## src/rtl/usec_delay_timer.sv

```systemverilog
// usec_delay_timer
// One-shot microsecond delay timer. A load strobe captures a delay count in
// microseconds. A prescaler divides clk down to a 1 us tick, and each tick
// decrements the count. When the count reaches zero the block raises a level
// interrupt. The interrupt stays high until the CPU acknowledges it or
// reloads the timer.
//
// Parameters:
//   BITS            width of the delay count / value
//   MHZ_TIMER_BITS  width of the prescaler counter
//   MHZ_TIMER_VALUE clk cycles per 1 us tick (1 .. 2**MHZ_TIMER_BITS)
//
// Ports:
//   clk             system clock, rising edge
//   reset           synchronous active-high reset, highest priority
//   nwr             active-low load strobe; the last low edge starts timing
//   value           delay in us, captured while nwr = 0
//   interrupt_clear active-high level acknowledge
//   interrupt       registered pending-expiry flag
module usec_delay_timer #(
   parameter int BITS            = 16,
   parameter int MHZ_TIMER_BITS  = 4,
   parameter int MHZ_TIMER_VALUE = 12
) (
   input  logic            clk,
   input  logic            reset,
   input  logic            nwr,
   input  logic [BITS-1:0] value,
   input  logic            interrupt_clear,
   output logic            interrupt
);

   // Terminal prescaler value. MHZ_TIMER_VALUE may equal 2**MHZ_TIMER_BITS,
   // so only the value minus one is guaranteed to fit the counter.
   localparam logic [MHZ_TIMER_BITS-1:0] PRESC_LAST =
      MHZ_TIMER_BITS'(MHZ_TIMER_VALUE - 1);

   logic [BITS-1:0]           count;
   logic [MHZ_TIMER_BITS-1:0] presc;
   logic                      irq;

   logic running;
   logic tick;
   logic expire;

   assign running = (count != '0);
   assign tick    = running && (presc == PRESC_LAST);
   // The last tick of a delay is the expiry event.
   assign expire  = tick && (count == BITS'(1));

   always_ff @(posedge clk) begin
      if (reset) begin
         count <= '0;
         presc <= '0;
         irq   <= 1'b0;
      end else if (!nwr) begin
         // A load restarts from scratch, even if a delay is in flight,
         // and drops any interrupt that is still pending.
         count <= value;
         presc <= '0;
         irq   <= 1'b0;
      end else begin
         if (!running) begin
            presc <= '0;
         end else if (tick) begin
            presc <= '0;
            count <= count - BITS'(1);
         end else begin
            presc <= presc + MHZ_TIMER_BITS'(1);
         end

         // Expiry wins over a same-edge acknowledge so no event is lost.
         if (expire)
            irq <= 1'b1;
         else if (interrupt_clear)
            irq <= 1'b0;
      end
   end

   assign interrupt = irq;

endmodule

```

## config.mk

```make
export PLATFORM = sky130hd
export DESIGN_NAME = usec_delay_timer
export DESIGN_NICKNAME = d
export VERILOG_FILES = /design/src/rtl/usec_delay_timer.sv
export SDC_FILE = /design/constraint.sdc
export NUM_CORES = 1
export LEC_CHECK = 0
export ABC_AREA = 1
export BUFFER_PORTS_ARGS = -buffer_cell sky130_fd_sc_hd__buf_2
export CORE_MARGIN = 2
export CORE_UTILIZATION = 63
export CTS_BUF_LIST = sky130_fd_sc_hd__clkbuf_2 sky130_fd_sc_hd__clkbuf_4 sky130_fd_sc_hd__clkbuf_8
export CTS_CLUSTER_DIAMETER = 100
export CTS_CLUSTER_SIZE = 20
export DETAILED_ROUTE_END_ITERATION = 12
export PLACE_DENSITY = 0.87
export REMOVE_ABC_BUFFERS = 1
export SETUP_SLACK_MARGIN = 0.3
export SYNTH_ARGS = -nofsm -noshare
export SYNTH_HDL_FRONTEND = slang
export SYNTH_SLANG_ARGS = --single-unit
export TNS_END_PERCENT = 30
```

## constraint.sdc

```tcl
create_clock -name clk -period 3.25 [get_ports clk]
set_input_delay 0.65 -clock clk [delete_from_list [all_inputs] [get_ports clk]]
set_output_delay 0.65 -clock clk [all_outputs]
set_load 0.005 [all_outputs]
```

### Word level (Yosys, flattened, before mapping)

Index checks and enable logic that the tools add are counted.
W data, S select, Z words.

* bits in latches: 0
* memory bits (writable): 0
* memories kept: 0
* output and inout bits: 1
* logic and storage cells: 23
* bits in registers: 21
* bits in read-only memories: 0

* $lt $le $gt $ge: 0
* multiply operators: 0
* reductions and logical operators: 7
* equality and inequality tests: 4
* mux-type cells: 5
* add/subtract/negate cells: 2
* bitwise gates (word level): 2
* shift operators: 0
* divide/modulo/power cells: 0

Operators with widths (count)
* $mux W16: 3
* $eq A16 B1 Y1 const B: 1
* $reduce_bool A16 Y1: 1
* $sub A16 B1 Y16 const B: 1
* $add A4 B1 Y4 const B: 1
* $eq A4 B4 Y1 const B: 1
* $ne A2 B1 Y1 const B: 2
* $reduce_or A4 Y1: 1
* $logic_and A1 B1 Y1: 2
* $mux W1: 2
* $not A1 Y1: 2
* $reduce_and A2 Y1: 1
* $reduce_bool A2 Y1: 1
* $reduce_or A2 Y1: 1

### Logic depth before layout (Yosys ltp)

Gate-level depths: netlist of run 1.

* depth after elaboration: 5
* mapped depth: 11

### Worst setup path before layout of run 1

No wires, ideal clock.

* kind: register to register
* start: register presc[0]
* end: register count[10]
* cell stages (with the launch flop): 11
* setup slack: 1.775 ns
* data arrival time: 1.364 ns
* clock period less this slack: 1.475 ns
* path through: dfxtp_1 > ha_1 > inv_1 > or2_2 > nor2_1 > nand2_2 > buf_6 > nand3_1 > nand3_1 > nand2_1 > inv_1

* longest elaborated chain between the ends: 4

Ends and longest elaborated chain
* start: declaration: RTL line 39 `logic [MHZ_TIMER_BITS-1:0] presc;`
* start signal: assignment: RTL line 69 `presc <= presc + MHZ_TIMER_BITS'(1);`
* $eq A4 B4 Y1: RTL line 47 `assign tick = running && (presc == PRESC_LAST);`
* $logic_and A1 B1 Y1: RTL line 47
* $ne A2 B1 Y1 (no line)
* $reduce_and A2 Y1 (no line)
* end signal: assignment: RTL line 59 `count <= value;`
* end signal: assignment: RTL line 67 `count <= count - BITS'(1);`
* end: declaration: RTL line 38 `logic [BITS-1:0] count;`

No other way between the ends.
A chain may end at the register's enable or synchronous reset.

### Worst setup path after layout of run 1

* start: register count[0]
* end: register count[4]

* longest elaborated chain between the ends: 4
* elaborated cells on any way between the ends: 9
* classes of those cells: add/sub (1); eq/ne (2); mux (3); reduce/logical (3)

Ends and longest elaborated chain (RTL line)
* $sub A16 B1 Y16 or $reduce_bool A16 Y1 (tied branches): 67, 46
* $mux W16 or $logic_and A1 B1 Y1 (tied branches): 65, 47
* $mux W16 or $ne A2 B1 Y1 (tied branches)
* $mux W16 or $reduce_and A2 Y1 (tied branches)

Several ways; a longest one is shown, not always the timed one. The select of a mux whose other input is x is not followed.

==> results_tabular.tex, run 1 <==
\begin{tabular}{lr}
\hline
Metric & Value \\
\hline
\multicolumn{2}{l}{\textbf{Run status}} \\
\quad Run status & complete, no violations \\
\multicolumn{2}{l}{\textbf{Clocking}} \\
\quad Clock latency at the later pin of the worst-skew pair & 0.32 ns \\
\quad CTS tree & built \\
\quad CTS Root Cell & clkbuf\_4 \\
\quad Clock net sink count & 21 \\
\quad Deepest level of the CTS H-tree & 1 \\
\quad PostCTS Resize Cnt & 0 \\
\quad Cts bufs inserted & 3 \\
\quad Post-CTS Hold Buffers & 0 \\
\quad CTS clk-pin slew, worst paths & 0.13 ns \\
\quad Clock tree buffer depth & 2 \\
\quad Post-CTS setup repair buffer count & 0 \\
\multicolumn{2}{l}{\textbf{Place}} \\
\quad Placement-stage cell area & 0.00148 mm² \\
\quad Post-detailed-placement half-perimeter wirelength & 2.28 mm \\
\quad Port Buffers & 20 \\
\quad Placer's final routability congestion estimate & 0.945 \\
\multicolumn{2}{l}{\textbf{Power}} \\
\quad Leakage & 0.755 nW \\
\quad Clock group share of total power & 23.5\% \\
\quad Ratio of total power to cell area & 376 mW/mm² \\
\quad Internal power & 0.000373 W \\
\quad Relative contribution of sequential cells to total power & 50.9\% \\
\quad Final Total Pwr & 0.000565 W \\
\quad Switching power share of the total & 34.0\% \\
\quad Combinational Power Share & 25.6\% \\
\quad Switching power & 0.000192 W \\
\quad VDD IR max & 0.000338 V \\
\multicolumn{2}{l}{\textbf{Floorplan}} \\
\quad Cell Rows & 16 \\
\quad DIE AREA & 0.00259 mm² \\
\quad Core area & 0.00202 mm² \\
\quad Chip Height & 50.9 µm \\
\quad Initial Util & 68.5\% \\
\quad Die width & 50.9 µm \\
\quad Number of placed I/O pins & 21 \\
\multicolumn{2}{l}{\textbf{Cells and area}} \\
\quad Final design area excluding fillers & 0.00150 mm² \\
\quad Combined area of the multi-input logic cells & 813 µm² \\
\quad Fill cell total of the finished layout & 177 \\
\quad Final core utilization & 74.4\% \\
\quad Most frequent cells in the layout & nand2\_1, nor2\_1, inv\_1 \\
\quad Area Overhead vs Synth & 8.58\% \\
\quad Storage element area & 420 µm² \\
\quad Antenna Cells & 0 \\
\quad Post-layout net count & 261 \\
\quad Most common cell after layout, fill and taps aside & nand2\_1 \\
\quad Fraction of final layout cells sized beyond drive strength 1 & 18.6\% \\
\multicolumn{2}{l}{\textbf{Synthesis}} \\
\quad Sequential element share of the synthesized area & 30.4\% \\
\quad Post-synthesis share of cell area spent on full adders, half adders and majority gates & 2.71\% \\
\quad Count of unique library cells instantiated by Yosys & 27 \\
\quad Post-Synthesis Mean Instance Area & 6.35 µm² \\
\quad Number of cells produced by synthesis & 218 \\
\quad Dominant combinational cell family by area after synthesis & simple AND/OR/NAND/NOR gates \\
\quad XOR/XNOR Fraction of Synth Area & 4.43\% \\
\quad Number of register bits inferred by synthesis & 21 \\
\quad Synth top area share & 30.4\% \\
\quad Number of warnings printed during yosys synthesis & 0 \\
\quad Compound-gate portion of the synthesized area & 8.49\% \\
\quad Leading post-synthesis cells by cell area & dfxtp\_1, nand2\_1, nand3\_1, nor2\_1, inv\_1 \\
\quad Mux cell area share after synthesis & 0\% \\
\quad Mapped cell area & 0.00139 mm² \\
\quad Synthesized-area fraction occupied by and/or/nand/nor cells & 43.1\% \\
\quad Largest area contributor in the netlist & dfxtp\_1 \\
\multicolumn{2}{l}{\textbf{Setup path}} \\
\quad Reg2Reg Capture Point & count[4]\$\_SDFFE\_PP0P\_ \\
\quad Buf/Inv on CP & 1 \\
\quad Cell repeated most along the worst path & nand2\_2 \\
\quad Maximum fanout along the worst path & 12 \\
\quad Slack of the worst reg-to-reg path & 1.46 ns \\
\quad Crit path max-delay cell type & dfxtp\_1 \\
\quad Top delay family on crit path & simple AND/OR/NAND/NOR gates \\
\quad Crit path cell chain & inv\_1, ha\_1, nand2\_2, nor2\_4, nand2\_2, nand2\_2, nand2\_2, o21ai\_0, a21oi\_1 \\
\quad Logic depth of the worst register-to-register path & 9 \\
\quad Required time of the critical path & 3.47 ns \\
\quad Startpoint-to-endpoint class of the critical path & flop to flop \\
\quad Kind of launch point of the worst setup path & flop \\
\quad Data arrival time of the worst path & 2.01 ns \\
\quad CP Capture Type & flop \\
\quad R2R Path Start & count[0]\$\_SDFFE\_PP0P\_ \\
\quad Slowest cell delay on critical path & 0.35 ns \\
\multicolumn{2}{l}{\textbf{Drt}} \\
\quad Vias per cell & 5.38 \\
\quad DR iter-0 viols & 40 \\
\quad Vias after detailed routing & 1420 \\
\quad Average wire length per cell after detail routing & 11.7 µm \\
\quad Remaining antenna violation count & 0 \\
\quad Iteration count of the initial detailed-routing pass & 4 \\
\quad Total wire length & 3.09 mm \\
\quad DRC violations left & 0 \\
\multicolumn{2}{l}{\textbf{Min path}} \\
\quad Worst hold path startpoint & presc[0]\$\_SDFF\_PP0\_ \\
\quad Number of cells on the worst hold path & 1 \\
\quad Sink of the worst hold path & presc[0]\$\_SDFF\_PP0\_ \\
\quad Path class of the lowest-slack min-delay path & flop to flop \\
\multicolumn{2}{l}{\textbf{STA}} \\
\quad Setup TNS & 0 ns \\
\quad Portion of the clock cycle consumed by the worst path in the final layout & 55.0\% \\
\quad Number of setup violations in the final report & 0 \\
\quad Peak clock frequency supported by timing & 0.559 GHz \\
\quad Final critical path time including I/O delays and setup & 1.79 ns \\
\quad Pins Over Slew Limit & 0 \\
\quad Unrepaired setup endpoints after global routing & no \\
\quad Transition time at the pin with the least slew margin & 0.435 ns \\
\quad Hold Worst Slack & 0.459 ns \\
\quad Number of hold violations in the final report & 0 \\
\quad Worst clock skew & 0.0109 ns \\
\quad Slew HR & 70.9\% \\
\multicolumn{2}{l}{\textbf{GRT}} \\
\quad Global-route wire length before repair & 5.39 mm \\
\quad Grt ovf & 0 \\
\quad Vias in the first global route & 1319 \\
\quad Global Route Usage Sum & 27.3\% \\
\quad Antenna violations before repair & 0 \\
\quad Maximum number of pins on one net before global-route repair & 23 \\
\multicolumn{2}{l}{\textbf{Flow run}} \\
\quad Max-cap viol count & 0 \\
\hline
\end{tabular}
==> cell usage after synthesis, drive strengths merged <==
cell type	n
nand2	66
nor2	32
inv	28
nand3	25
dfxtp	21
a21oi	11
o21ai	8
xor2	4
ha	3
nand3b	3
nor3	3
xnor2	3
buf	2
clkbuf	2
nand4	2
or2	2
clkinv	1
dlygate4sd1	1
o21bai	1
==> state kept, by name, indices dropped and copies added, names as in the netlist <==
register   count
count         16
interrupt      1
presc          4
==> per-stage QoR <==
step           cells  setup slack [ns]
4_1_cts          264              1.47
3_5_place_dp     260              1.40
5_1_grt          264              1.27
3_3_place_gp     260              1.50
2_1_floorplan    213              1.71
6_report         264              1.46
==> layout make-up <==
cell class                      count  share of cell area [%]
Inverter                           29                    7.24
Clock buffer                        3                    1.50
Clock inverter                      1                   0.333
Sequential cell                    21                    28.0
Timing Repair Buffer               20                    6.66
Tap cell                           27                    2.25
Multi-Input combinational cell    163                    54.1
==> routing by layer <==
| layer | up-vias | wire [µm] | part of all wire, % | global-route usage [%] |
|---|---|---|---|---|
| li1 | 721 | - | - | - |
| met2 | 53 | 1470 | 47 | 48.9 |
| met3 | 13 | 187 | 6.1 | 4.09 |
| met4 | 0 | 103 | 3.3 | 13.1 |
| met5 | - | 0 | 0 | 0 |
| met1 | 633 | 1330 | 43 | 31.8 |
==> cells by family after synthesis <==
kind of cell             after synthesis
XOR/XNOR                               7
flip-flops                            21
AO/OA/AOI/OAI                         20
AND/OR/NAND/NOR                      133
buffers and inverters                 34
adder cells (fa/ha/maj)                3
==> power groups by stage <==
stage / combinational [W] / sequential (W) / clock, W
floorplan: 0.000105 / 0.000289 / 0
finish: 0.000145 / 0.000288 / 0.000133
global route: 0.000165 / 0.000290 / 0.000147
detailed placement: 0.000142 / 0.000293 / 0
global placement: 0.000136 / 0.000293 / 0
CTS: 0.000144 / 0.000287 / 0.000134
==> worst max-delay path by stage <==
stage                     cells after the start                   from                     to  slack [ns]
final                                         9  count[0]$_SDFFE_PP0P_  count[4]$_SDFFE_PP0P_        1.46
after global routing                          9  count[0]$_SDFFE_PP0P_  count[1]$_SDFFE_PP0P_        1.27
after CTS                                     9  count[0]$_SDFFE_PP0P_  count[4]$_SDFFE_PP0P_        1.47
after detailed placement                      5                    nwr  count[2]$_SDFFE_PP0P_        1.40
after global placement                        5                    nwr  count[2]$_SDFFE_PP0P_        1.50
after floorplan                               9  count[0]$_SDFFE_PP0P_  count[4]$_SDFFE_PP0P_        1.71
Note: power is estimated with default switching activity, not from simulation.
==> run 2, diff against run 1 <==
CORE_UTILIZATION = 58   (was 63)
PLACE_DENSITY = 0.81   (was 0.87)
clock period = 1.82 ns   (was 3.25 ns; I/O delays follow)
==> run 2 against run 1 <==
  * Fmax grew 20%
  * Global-route usage grew 1.1 points
  * Die area grew 7.9%
  * First-iteration DRC count grew 48%
==> results_tabular.tex, run 2 (same netlist as run 1, synthesis figures left out) <==
\begin{tabular}{lr}
\hline
Metric & Value \\
\hline
\multicolumn{2}{l}{\textbf{Run status}} \\
\quad Run status & complete, no violations \\
\multicolumn{2}{l}{\textbf{STA}} \\
\quad Portion of the clock cycle consumed by the worst path in the final layout & 82.2\% \\
\quad Worst clock skew & 0.00546 ns \\
\quad Final critical path time including I/O delays and setup & 1.50 ns \\
\quad Number of hold violations in the final report & 0 \\
\quad Number of setup violations in the final report & 0 \\
\quad Transition time at the pin with the least slew margin & 0.442 ns \\
\quad Pins Over Slew Limit & 0 \\
\quad Slew HR & 70.5\% \\
\quad Peak clock frequency supported by timing & 0.669 GHz \\
\quad Unrepaired setup endpoints after global routing & yes \\
\quad Setup TNS & 0 ns \\
\multicolumn{2}{l}{\textbf{GRT}} \\
\quad Global-route wire length before repair & 5.85 mm \\
\quad Antenna violations before repair & 0 \\
\quad Grt ovf & 0 \\
\quad Global Route Usage Sum & 28.5\% \\
\quad Vias in the first global route & 1300 \\
\quad Maximum number of pins on one net before global-route repair & 14 \\
\multicolumn{2}{l}{\textbf{Cells and area}} \\
\quad Fraction of final layout cells sized beyond drive strength 1 & 29.7\% \\
\quad Register with the most flip-flops & count \\
\quad Storage element area & 428 µm² \\
\quad Post-layout net count & 273 \\
\quad Fill cell total of the finished layout & 179 \\
\quad Final core utilization & 76.7\% \\
\quad Area Overhead vs Synth & 23.7\% \\
\quad Most frequent cells in the layout & nand2\_1, inv\_1, nand3\_1 \\
\quad Antenna Cells & 0 \\
\quad Max reg flops & 16 \\
\quad Combined area of the multi-input logic cells & 900 µm² \\
\quad Most common cell after layout, fill and taps aside & nand2\_1 \\
\multicolumn{2}{l}{\textbf{Setup path}} \\
\quad Reg2Reg Capture Point & interrupt\$\_SDFFE\_PP0P\_ \\
\quad Buf/Inv on CP & 3 \\
\quad Required time of the critical path & 2.10 ns \\
\quad Cell repeated most along the worst path & inv\_1 \\
\quad CP Capture Type & flop \\
\quad Slack of the worst reg-to-reg path & 0.32 ns \\
\quad Logic depth of the worst register-to-register path & 9 \\
\quad Slowest cell delay on critical path & 0.36 ns \\
\quad R2R Path Start & presc[1]\$\_SDFF\_PP0\_ \\
\quad Kind of launch point of the worst setup path & flop \\
\quad Top delay family on crit path & simple AND/OR/NAND/NOR gates \\
\quad Crit path max-delay cell type & dfxtp\_2 \\
\quad Maximum fanout along the worst path & 4 \\
\quad Startpoint-to-endpoint class of the critical path & flop to flop \\
\quad Data arrival time of the worst path & 1.77 ns \\
\quad Crit path cell chain & ha\_1, inv\_1, or2\_4, nor2\_4, nand2\_4, buf\_6, inv\_1, nand4\_1, a21oi\_2 \\
\multicolumn{2}{l}{\textbf{Min path}} \\
\quad Worst hold path startpoint & interrupt\_clear \\
\quad Number of cells on the worst hold path & 4 \\
\quad Sink of the worst hold path & interrupt\$\_SDFFE\_PP0P\_ \\
\quad Path class of the lowest-slack min-delay path & input port to flop \\
\multicolumn{2}{l}{\textbf{Flow run}} \\
\quad Max-cap viol count & 0 \\
\multicolumn{2}{l}{\textbf{Clocking}} \\
\quad Deepest level of the CTS H-tree & 1 \\
\quad Clock latency at the later pin of the worst-skew pair & 0.32 ns \\
\quad Clock net sink count & 21 \\
\quad Cts bufs inserted & 3 \\
\quad CTS Root Cell & clkbuf\_4 \\
\quad CTS clk-pin slew, worst paths & 0.13 ns \\
\quad Clock tree buffer depth & 2 \\
\quad CTS tree & built \\
\multicolumn{2}{l}{\textbf{Drt}} \\
\quad Vias per cell & 5.34 \\
\quad DRC violations left & 0 \\
\quad Iteration count of the initial detailed-routing pass & 4 \\
\quad Remaining antenna violation count & 0 \\
\quad Average wire length per cell after detail routing & 12.9 µm \\
\quad Vias after detailed routing & 1480 \\
\quad Total wire length & 3.57 mm \\
\quad DR iter-0 viols & 59 \\
\multicolumn{2}{l}{\textbf{Floorplan}} \\
\quad Core area & 0.00223 mm² \\
\quad DIE AREA & 0.00279 mm² \\
\quad Initial Util & 62.0\% \\
\quad Number of placed I/O pins & 21 \\
\quad Chip Height & 52.9 µm \\
\quad Die width & 52.9 µm \\
\quad Cell Rows & 17 \\
\multicolumn{2}{l}{\textbf{Power}} \\
\quad Leakage & 0.840 nW \\
\quad VDD IR max & 0.000585 V \\
\quad Ratio of total power to cell area & 631 mW/mm² \\
\multicolumn{2}{l}{\textbf{Place}} \\
\quad Placer's final routability congestion estimate & 0.838 \\
\quad Port Buffers & 20 \\
\quad Post-detailed-placement half-perimeter wirelength & 2.22 mm \\
\hline
\end{tabular}
run 2: cell types whose count changed in the layout (fill, tap and decap cells not counted), moves of 4 or more:
cell,previous run,this run
buf_4,0,9
dfxtp_1,21,15
dfxtp_2,0,6
nand2_2,5,1
nand2_4,0,4
nor2_1,27,21
run 2: final cells by class:
class / instances / share of cell area (%)
clock buffers: 3 / 1.31
clock inverters: 1 / 0.438
inverters: 29 / 6.65
multi-input cells: 163 / 52.5
flip-flops and latches: 21 / 25.0
well taps: 28 / 2.05
repair buffers: 31 / 11.6
repair inverters: 1 / 0.438
run 2: how the worst max path moves through the flow:
stage,to,from,cells past startpoint,slack (ns)
finish,interrupt$_SDFFE_PP0P_,presc[1]$_SDFF_PP0_,9,0.32
CTS,count[11]$_SDFFE_PP0P_,count[0]$_SDFFE_PP0P_,11,0.31
global route,count[13]$_SDFFE_PP0P_,count[2]$_SDFFE_PP0P_,10,0.21
floorplan,count[4]$_SDFFE_PP0P_,count[0]$_SDFFE_PP0P_,9,0.28
detailed placement,count[5]$_SDFFE_PP0P_,count[0]$_SDFFE_PP0P_,9,0.11
global placement,count[4]$_SDFFE_PP0P_,count[0]$_SDFFE_PP0P_,9,0.17
run 2: metrics by stage:
step	cell area, µm²	power (W)	hold slack (ns)	cells	setup WS (ns)
6_report	1710	0.00108	0.287	277	0.324
3_3_place_gp	1490	0.000773	0.430	263	0.170
2_1_floorplan	1340	0.000704	0.418	213	0.283
3_5_place_dp	1490	0.000776	0.443	263	0.112
4_1_cts	1620	0.00104	0.302	272	0.313
5_1_grt	1710	0.00115	0.290	277	0.206
run 2: power by group:
group | switching [W] | internal, W
Combinational | 0.000181 | 0.000129
Clock | 0.000167 | 0.0000842
Sequential | 0.0000324 | 0.000487
Total | 0.000381 | 0.000700
run 2: tightest hold or removal path, cell delays in order:
cell and delay (ns):
buf_2 0.07, inv_1 0.03, nand2_1 0.07, a21oi_2 0.05
run 2: per-layer routing:
layer	wire length [µm]	track usage, %	vias to the layer above
met5	0	0	-
met4	77	6.41	0
met3	287	8.47	12
met2	1650	45.2	67
met1	1560	37.9	650
li1	-	-	751
run 2: timing repair:
action / 4_1_cts / 5_1_grt
endpoints found under the setup margin: 21 / 21
pin swaps: 3 / 7
gates cloned: 1 / 0
resized for setup: 14 / 18
hold buffers: 0 / 0
setup buffers: 4 / 5
